===== config.mk =====
export PLATFORM = sky130hd
export DESIGN_NAME = cbfp0_min_shift_acc
export DESIGN_NICKNAME = d
export VERILOG_FILES = /design/src/rtl/cbfp0_pkg.sv /design/src/rtl/cbfp0_lane_min.sv /design/src/rtl/cbfp0_min_shift_acc.sv
export SDC_FILE = /design/constraint.sdc
export NUM_CORES = 1
export LEC_CHECK = 0
export ABC_CLOCK_PERIOD_IN_PS = 7400
export BUFFER_PORTS_ARGS = -buffer_cell sky130_fd_sc_hd__clkbuf_2
export CAP_MARGIN = 25
export CORE_UTILIZATION = 35
export DETAILED_ROUTE_END_ITERATION = 8
export GPL_ROUTABILITY_DRIVEN = 0
export PLACE_DENSITY = 0.63
export SYNTH_ARGS = -nofsm -noshare
export SYNTH_HDL_FRONTEND = slang
export SYNTH_SLANG_ARGS = --single-unit

===== constraint.sdc =====
create_clock -name clk -period 7.4 [get_ports clk]
set_input_delay 0.37 -clock clk [delete_from_list [all_inputs] [get_ports clk]]
set_output_delay 0.37 -clock clk [all_outputs]
set_load 0.005 [all_outputs]

===== src/rtl/cbfp0_pkg.sv =====
// Shared constants and types for the CBFP stage-0 minimum-shift accumulator.
// Parameter defaults of the modules below are taken from here.
package cbfp0_pkg;

    localparam int LANES     = 4;
    localparam int CNT_W     = 5;
    localparam int WIN_LEN   = 32;
    localparam int GRP_LEN   = 8;
    localparam int SHIFT_MAX = 20;

    // Groups per window and the counter widths that follow from them.
    localparam int N_GRP = WIN_LEN / GRP_LEN;
    localparam int GRP_W = (N_GRP > 1) ? $clog2(N_GRP) : 1;
    localparam int CYC_W = $clog2(GRP_LEN) + 1;

    typedef enum logic {
        IDLE = 1'b0,
        ACC  = 1'b1
    } state_t;

endpackage


===== src/rtl/cbfp0_lane_min.sv =====
// First pipeline stage: saturate every lane count to SHIFT_MAX, take the
// minimum across lanes and register it together with the window enable.
module cbfp0_lane_min #(
    parameter int LANES     = cbfp0_pkg::LANES,
    parameter int CNT_W     = cbfp0_pkg::CNT_W,
    parameter int SHIFT_MAX = cbfp0_pkg::SHIFT_MAX
) (
    input  logic                   clk,
    input  logic                   rst,
    input  logic                   en_in,
    input  logic [LANES*CNT_W-1:0] cnt_in,
    output logic                   en_out,
    output logic [CNT_W-1:0]       lane_min
);

    localparam logic [CNT_W-1:0] SAT = CNT_W'(SHIFT_MAX);

    logic [CNT_W-1:0] lane_c;
    logic [CNT_W-1:0] min_c;

    // NOTE: every variable assigned in always_comb gets a default first so no latch is inferred.
    always_comb begin
        lane_c = '0;
        min_c  = SAT;
        for (int i = 0; i < LANES; i++) begin
            lane_c = cnt_in[i*CNT_W +: CNT_W];
            if (lane_c > SAT) begin
                lane_c = SAT;
            end
            if (lane_c < min_c) begin
                min_c = lane_c;
            end
        end
    end

    // NOTE: sequential state uses non-blocking assignments only.
    always_ff @(posedge clk) begin
        if (rst) begin
            en_out   <= 1'b0;
            lane_min <= SAT;
        end else begin
            en_out   <= en_in;
            lane_min <= min_c;
        end
    end

endmodule


===== src/rtl/cbfp0_min_shift_acc.sv =====
// Reduces per-lane shift counts to one block exponent per group of GRP_LEN
// enabled cycles; flags windows that drop before WIN_LEN cycles.
module cbfp0_min_shift_acc #(
    parameter int   LANES     = cbfp0_pkg::LANES,
    parameter int   CNT_W     = cbfp0_pkg::CNT_W,
    parameter int   WIN_LEN   = cbfp0_pkg::WIN_LEN,
    parameter int   GRP_LEN   = cbfp0_pkg::GRP_LEN,
    parameter int   SHIFT_MAX = cbfp0_pkg::SHIFT_MAX,
    localparam int  IDX_W     = $clog2(WIN_LEN / GRP_LEN)
) (
    input  logic                   clk,
    input  logic                   rst,
    input  logic                   min_4s_en,
    input  logic [LANES*CNT_W-1:0] cnt_in,
    output logic [CNT_W-1:0]       min_shift,
    output logic                   min_valid,
    output logic [IDX_W-1:0]       grp_idx,
    output logic                   trunc,
    output logic                   busy
);

    import cbfp0_pkg::state_t;

    localparam int                  N_GROUPS = WIN_LEN / GRP_LEN;
    localparam int                  CYC_BITS = $clog2(GRP_LEN) + 1;
    localparam logic [CNT_W-1:0]    SAT      = CNT_W'(SHIFT_MAX);
    localparam logic [CYC_BITS-1:0] CYC_LAST = CYC_BITS'(GRP_LEN - 1);
    localparam logic [IDX_W-1:0]    GRP_LAST = IDX_W'(N_GROUPS - 1);

    if (WIN_LEN % GRP_LEN != 0) begin : g_bad_len
        $error("WIN_LEN must be a multiple of GRP_LEN");
    end

    logic                p1_en;
    logic [CNT_W-1:0]    lane_min;
    state_t              state;
    logic [CNT_W-1:0]    acc;
    logic [CNT_W-1:0]    m;
    logic [CYC_BITS-1:0] cyc_cnt;
    logic [IDX_W-1:0]    grp_cnt;

    cbfp0_lane_min #(
        .LANES     (LANES),
        .CNT_W     (CNT_W),
        .SHIFT_MAX (SHIFT_MAX)
    ) u_lane_min (
        .clk      (clk),
        .rst      (rst),
        .en_in    (min_4s_en),
        .cnt_in   (cnt_in),
        .en_out   (p1_en),
        .lane_min (lane_min)
    );

    assign m = (lane_min < acc) ? lane_min : acc;

    always_ff @(posedge clk) begin
        if (rst) begin
            state     <= cbfp0_pkg::IDLE;
            acc       <= SAT;
            cyc_cnt   <= '0;
            grp_cnt   <= '0;
            min_shift <= '0;
            min_valid <= 1'b0;
            grp_idx   <= '0;
            trunc     <= 1'b0;
            busy      <= 1'b0;
        end else begin
            // Pulses default low so each event lasts exactly one cycle.
            min_valid <= 1'b0;
            trunc     <= 1'b0;
            case (state)
                cbfp0_pkg::IDLE: begin
                    if (p1_en) begin
                        state   <= cbfp0_pkg::ACC;
                        busy    <= 1'b1;
                        acc     <= lane_min;
                        cyc_cnt <= CYC_BITS'(1);
                        grp_cnt <= '0;
                    end
                end
                cbfp0_pkg::ACC: begin
                    if (p1_en) begin
                        if (cyc_cnt == CYC_LAST) begin
                            min_valid <= 1'b1;
                            min_shift <= m;
                            grp_idx   <= grp_cnt;
                            acc       <= SAT;
                            cyc_cnt   <= '0;
                            grp_cnt   <= grp_cnt + IDX_W'(1);
                            if (grp_cnt == GRP_LAST) begin
                                state <= cbfp0_pkg::IDLE;
                                busy  <= 1'b0;
                            end
                        end else begin
                            acc     <= m;
                            cyc_cnt <= cyc_cnt + CYC_BITS'(1);
                        end
                    end else begin
                        // Early drop: flush a partial group only if it holds samples.
                        trunc <= 1'b1;
                        state <= cbfp0_pkg::IDLE;
                        busy  <= 1'b0;
                        if (cyc_cnt != '0) begin
                            min_valid <= 1'b1;
                            min_shift <= acc;
                            grp_idx   <= grp_cnt;
                        end
                    end
                end
                default: begin
                    state <= cbfp0_pkg::IDLE;
                    busy  <= 1'b0;
                end
            endcase
        end
    end

endmodule


==> results.py, run 1 <==
metrics = {
    "outcome": {
        "outcome": "finished clean",
    },
    "hold_path": {
        "hold_class": "in -> reg",
    },
    "clock_network": {
        "postCtsSetupRepairBufs": 0,
        "clkTransAtPathRegs_ns": 0.09,
        "cts_buffer_depth": 2,
        "post_cts_resized": 0,
        "cts_inserted_buffers": 3,
        "clock-root-buffer": "clkbuf_8",
        "tritoncts": "yes",
        "htreeDepth": 1,
        "ctsHoldBuffers": 0,
        "clkSinkCount": 28,
        "clk_latency_ns": 0.27,
    },
    "cells_and_area": {
        "final_cell_area_um2": 2160,
        "fill_cells": 570,
        "area_growth_pct": 14.3,
        "regArea_um2": 561,
        "fin_nets": 299,
        "multiInputGateArea_um2": 1210,
        "n_antenna_cell": 0,
        "drive_gt1_frac": 0.191,
    },
    "sta": {
        "min_period_ns": 4.44,
        "period_share": 0.599,
        "hold_viol_final": 0,
        "maxSlewHeadroom": 0.670,
        "finalSetupTns_ns": 0,
        "rsz0062_at_grt": "no",
        "setup_violations": 0,
        "tightest_slew_ns": 0.495,
        "fin_hold_ws_ns": 0.305,
        "timing_max_transition_violations_final": 0,
        "timing.fmax_mhz": 225,
        "finalClockSkew_ns": 0.00574,
        "setup_slack_ns": 2.96,
    },
    "routing": {
        "drc": 0,
        "wl_met3_um": 134,
        "viasPerCell": 5.03,
        "top_layer_used": "met4",
        "wl_per_cell_um": 11.8,
        "dr_total_vias": 1639,
        "wl_met1_mm": 1.99,
        "wl_mm": 3.84,
        "initialDrtViolationCount": 60,
        "dr_wl_met2_mm": 1.70,
        "ant_nets": 0,
        "first_pass_iters": 4,
    },
    "power": {
        "clock_power_share": 0.228,
        "switchingPower_uw": 131,
        "sw_frac_of_total": 0.323,
        "p_per_area_nw_per_um2": 189,
        "p_seq_frac": 0.419,
        "p_leak_nw": 1.00,
        "finalPower_uw": 406,
        "intPower_uw": 275,
        "combinationalPowerShare": 0.353,
        "peakVddDrop_v": 0.0000820,
    },
    "logic_synthesis": {
        "synth-simple-area-share": 0.164,
        "synth_compound_area_frac": 0.270,
        "synthCells": 228,
        "ys_async_sr_fraction": 0,
        "syn_avg_cell_area_um2": 8.27,
        "synth-xor-area-share": 0,
        "syn_area_um2": 1890,
        "synth_top_family_by_area": "compound AO/OA/AOI/OAI gates",
        "synth_top_area_share": 0.297,
        "synth_area_leader_cell": "dfxtp_1",
        "synth_fp_nets": 270,
        "muxShareOfSynthArea": 0.0836,
        "synth_edf_count": 0,
        "yosys_warnings": 0,
        "synth_ff_type": "dfxtp_1",
        "seq_area_frac_synth": 0.297,
        "synthAdderAreaFrac": 0.126,
        "synth_cell_type_count": 40,
        "yosys-top-cells-area": "dfxtp_1, ha_1, a21oi_1",
        "ys_ff_latch": 28,
    },
    "place": {
        "preCtsSetupSlack_ns": 2.68,
        "hpwl_mm": 3.02,
        "placed_area_um2": 2090,
        "portBuffers": 32,
    },
    "global_routing": {
        "first_global_vias": 1516,
        "grt_max_degree": 25,
        "antenna_found_initial": 0,
        "grtUsageTotal": 0.145,
        "grt_pass1_wl_mm": 6.52,
        "grt-ovfl-total": 0,
    },
    "die": {
        "die_h_um": 75.4,
        "die_x_um": 75.4,
        "num_rows": 26,
        "core_area_um2": 5140,
        "die_area_um2": 5690,
        "start_util": 0.367,
        "io_pins": 33,
    },
    "critical_path": {
        "reg2reg_depth": 8,
        "crit_fanout": 6,
        "startpoint_type": "primary input",
        "critPathRequiredTime_ns": 7.62,
        "cp-end-kind": "register",
        "reg2reg_from": "acc[1]",
        "cp.arrival_ns": 4.66,
        "setup.worst_path.class": "in -> reg",
        "critPathLaunch": "cnt_in[9]",
        "rr_endpoint": "min_shift[3]",
        "worst-r2r-setup-slack_ns": 5.31,
        "cp-endpoint": "u_lane_min.lane_min[2]",
    },
    "job": {
        "maxCapViolations": 0,
    },
}
[layout make-up]
| type | instances | area share |
|---|---|---|
| multi-input cells | 172 | 0.563 |
| flip-flops and latches | 28 | 0.260 |
| repair buffers | 33 | 0.0778 |
| well taps | 70 | 0.0406 |
| inverters | 19 | 0.0331 |
| clock buffers | 4 | 0.0255 |
[cell families after synthesis]
family	after synthesis
buf+inv	28
mux	14
compound gates	74
simple gates	65
flops	28
fa+ha+maj	19
[worst max-delay path: stages]
cell and delay (ns):
clkbuf_2 0.13, a21oi_1 0.21, inv_1 0.07, ha_1 0.32, nand4_1 0.15, o21ai_2 0.31, mux2_2 0.40, ha_1 0.29
o2111a_1 0.19, nor2_1 0.06, a31oi_2 0.30, mux2_4 0.34, ha_1 0.26, o21ai_0 0.14, nand2b_1 0.07, a21oi_1 0.19
nor2b_1 0.09, a21oi_1 0.34, mux2_2 0.38, nand2_1 0.06
[flip-flops by register name (all words and copies together) (netlist names)]
name	count
grp_idx	2
u_lane_min.lane_min	5
u_lane_min.en_out	1
busy	1
trunc	1
cyc_cnt	4
min_valid	1
grp_cnt	2
state	1
min_shift	5
acc	5
[metrics by stage]
stage | utilization | std cells
2_1_floorplan | - | 228
3_3_place_gp | 0.407 | 321
3_5_place_dp | 0.407 | 321
4_1_cts | 0.418 | 325
5_1_grt | 0.419 | 326
6_report | 0.419 | 326
[cells in the mapped netlist (2+ instances only)]
cell type / count
dfxtp_1: 28
nand2_1: 20
ha_1: 19
inv_1: 19
nor2_1: 19
a21oi_1: 18
o21ai_0: 12
a211oi_1: 9
a21o_1: 9
mux2i_1: 9
clkbuf_1: 7
nor2b_1: 6
nand3_1: 5
a22oi_1: 3
a32o_1: 3
and2_1: 3
mux2_4: 3
nand2b_1: 3
nor3_1: 3
a21oi_2: 2
a31oi_1: 2
mux2_2: 2
nand4_1: 2
o211ai_1: 2
o21a_1: 2
o21ai_1: 2
o21ai_2: 2
o32a_1: 2
[per-layer routing]
| metal | up-vias | GRT usage |
|---|---|---|
| li1 | 879 | - |
| met1 | 724 | 0.198 |
| met2 | 34 | 0.245 |
| met3 | 2 | 0.0212 |
| met4 | 0 | 0.0247 |
| met5 | - | 0 |
[worst min path at each step]
stage                     from           endpoint  slack (ns)  depth (start not counted)
floorplan           cyc_cnt[1]         cyc_cnt[1]        0.46                          2
global placement        acc[1]             acc[1]        0.48                          1
detailed placement      acc[0]             acc[0]        0.48                          1
CTS                  min_4s_en  u_lane_min.en_out        0.30                          2
global route         min_4s_en  u_lane_min.en_out        0.33                          2
finish               min_4s_en  u_lane_min.en_out        0.31                          2
[power by group through the flow]
stage	combinational (mW)	clock [mW]	sequential (mW)
4_1_cts	0.143	0.0968	0.170
2_1_floorplan	0.115	0	0.170
3_3_place_gp	0.140	0	0.174
6_report	0.144	0.0928	0.170
5_1_grt	0.163	0.102	0.172
3_5_place_dp	0.142	0	0.174
[placed cells by master, fill, tap and decap left out, types with 2 or more instances in the layout]
cell type  Yosys  routed
a211oi_1       9       9
a21o_1         9       9
a21oi_1       18      18
a21oi_2        2       2
a22oi_1        3       3
a31oi_1        2       2
a32o_1         3       3
and2_1         3       3
clkbuf_2       0      32
clkbuf_8       0       4
dfxtp_1       28      28
ha_1          19      19
inv_1         19      19
mux2_2         2       2
mux2_4         3       3
mux2i_1        9       9
nand2_1       20      20
nand2b_1       3       3
nand3_1        5       5
nand4_1        2       2
nor2_1        19      19
nor2b_1        6       6
nor3_1         3       3
o211ai_1       2       2
o21a_1         2       2
o21ai_0       12      12
o21ai_1        2       2
o21ai_2        2       2
o32a_1         2       2
No activity file was read; power rests on OpenSTA's default activity.
==> run 2: changes to the inputs <==
ABC_CLOCK_PERIOD_IN_PS = 3600   (was 7400)
PLACE_DENSITY = 0.65   (was 0.63)
clock period = 3.6 ns   (was 7.4 ns; I/O delays follow)
==> run 2 against run 1 <==
The run now ends with setup timing left. Routed wire length increased by 18%. Clock skew decreased by 0.0040 ns. First-iteration DRC count increased by 110%. Clock-buffer cell count unchanged. Final area increased by 22%. Combinational power increased to 3.2 times the previous value. Flip-flop and latch count unchanged. Core utilization increased by 9.4 points.
==> results.py, run 2 (same netlist as run 1, synthesis figures left out) <==
metrics = {
    "die": {
        "core_area_um2": 5140,
        "num_rows": 26,
        "io_pins": 33,
        "die_h_um": 75.4,
        "die_x_um": 75.4,
        "die_area_um2": 5690,
        "start_util": 0.367,
    },
    "critical_path": {
        "startpoint_type": "primary input",
        "critPathRequiredTime_ns": 3.81,
        "crit_chain": "buf_8 -> nor2b_4 -> inv_2 -> ha_4 -> a21o_1 -> a21oi_2 -> o21ai_4 -> mux2_4 -> ha_4 -> o2111a_1 -> nor2_2 -> a31oi_4 -> mux2_4 -> ha_4 -> o21ai_2 -> nand2b_1 -> a21oi_2 -> nor2b_2 -> a21oi_2 -> buf_4 -> nand3_2 -> a21oi_2",
        "cp.arrival_ns": 4.01,
        "cp-end-kind": "register",
        "crit_slowest_cell": "mux2_4",
        "setup.worst_path.class": "in -> reg",
        "slowest_delay_ns": 0.35,
        "crit_top_cell": "a21oi_2",
        "crit_fanout": 6,
    },
    "global_routing": {
        "grtUsageTotal": 0.173,
        "antenna_found_initial": 0,
        "grt-ovfl-total": 0,
        "grt_pass1_wl_mm": 7.66,
        "grt_max_degree": 25,
        "first_global_vias": 1762,
    },
    "sta": {
        "setup_slack_ns": -0.200,
        "timing_max_transition_violations_final": 0,
        "setup_violations": 5,
        "hold_viol_final": 0,
        "period_share": 1.06,
        "min_period_ns": 3.80,
        "finalSetupTns_ns": -0.821,
        "rsz0062_at_grt": "yes",
        "fin_hold_ws_ns": 0.112,
        "finalClockSkew_ns": 0.00177,
        "timing.fmax_mhz": 263,
        "maxSlewHeadroom": 0.655,
        "tightest_slew_ns": 0.517,
    },
    "cells_and_area": {
        "final_cell_area_um2": 2640,
        "fill_cells": 512,
        "fin_cells": 353,
        "multiInputGateArea_um2": 1450,
        "regArea_um2": 561,
        "top_regs": "acc (5), min_shift (5), u_lane_min.lane_min (5)",
        "final_cell_mix": "dfxtp_1, clkbuf_2, buf_4",
        "n_antenna_cell": 0,
        "area_growth_pct": 40.0,
        "drive_gt1_frac": 0.392,
        "fin_nets": 326,
        "final_common_cell": "dfxtp_1",
    },
    "job": {
        "maxCapViolations": 0,
    },
    "place": {
        "dp.cells": 337,
        "portBuffers": 32,
        "hpwl_mm": 3.16,
        "placed_area_um2": 2310,
    },
    "clock_network": {
        "clk_latency_ns": 0.27,
        "tritoncts": "yes",
        "htreeDepth": 1,
        "cts_inserted_buffers": 3,
        "clkSinkCount": 28,
        "clkTransAtPathRegs_ns": 0.09,
        "cts_buffer_depth": 2,
        "clock-root-buffer": "clkbuf_8",
    },
    "hold_path": {
        "hold_class": "in -> reg",
    },
    "routing": {
        "dr_total_vias": 1785,
        "drc": 0,
        "ant_nets": 0,
        "wl_mm": 4.52,
        "first_pass_iters": 4,
        "viasPerCell": 5.06,
        "initialDrtViolationCount": 128,
        "wl_per_cell_um": 12.8,
    },
    "outcome": {
        "outcome": "finished with violations",
        "violations": "setup timing",
    },
    "power": {
        "p_per_area_nw_per_um2": 377,
        "finalPower_uw": 995,
        "p_leak_nw": 1.18,
        "peakVddDrop_v": 0.000138,
    },
}
-- run 2: final timing paths --
path                   start  slack, ns  depth (start not counted)                endpoint
setup reg to reg      acc[1]       1.48                          8            min_shift[1]
setup / recovery   cnt_in[3]      -0.20                         22  u_lane_min.lane_min[0]
hold / removal     min_4s_en       0.11                          2       u_lane_min.en_out
hold reg to reg   cyc_cnt[1]       0.49                          2              cyc_cnt[1]
-- run 2: cell type report --
class	instances	share of cell area
timing repair buffer	60	0.158
multi-input combinational	172	0.549
tap	70	0.0332
clock buffer	4	0.0209
sequential	28	0.212
inverter	19	0.0270
-- run 2: worst max-delay path, delay by kind of cell --
family / cells / cell delay (ns)
AND/OR/NAND/NOR: 5 / 0.44
AO/OA/AOI/OAI: 9 / 1.63
adder cells (fa/ha/maj): 3 / 0.73
multiplexers: 2 / 0.69
buffers and inverters: 3 / 0.31
-- run 2: metal layers --
layer | GRT usage | routed length (um)
met3 | 0.0185 | 123
met2 | 0.322 | 2290
met1 | 0.210 | 2060
met4 | 0.0494 | 47
met5 | 0 | 0
-- run 2: power by group --
group | leakage (nW) | switching, mW | internal, mW
Sequential | 0.228 | 0.0192 | 0.330
Clock | 0.0288 | 0.0938 | 0.0979
Combinational | 0.920 | 0.219 | 0.235
-- run 2: repair_timing --
action,4_1_cts,5_1_grt
hold buffers,0,0
pin swaps,16,17
gates resized for setup,21,23
buffers inserted,7,5
endpoints found under the setup margin,5,5
-- run 2: metrics by stage --
step,setup slack [ns],util
CTS,-0.152,0.491
detailed placement,-0.609,0.450
global route,-0.375,0.514
finish,-0.200,0.514
floorplan,-0.154,-
global placement,-0.543,0.450
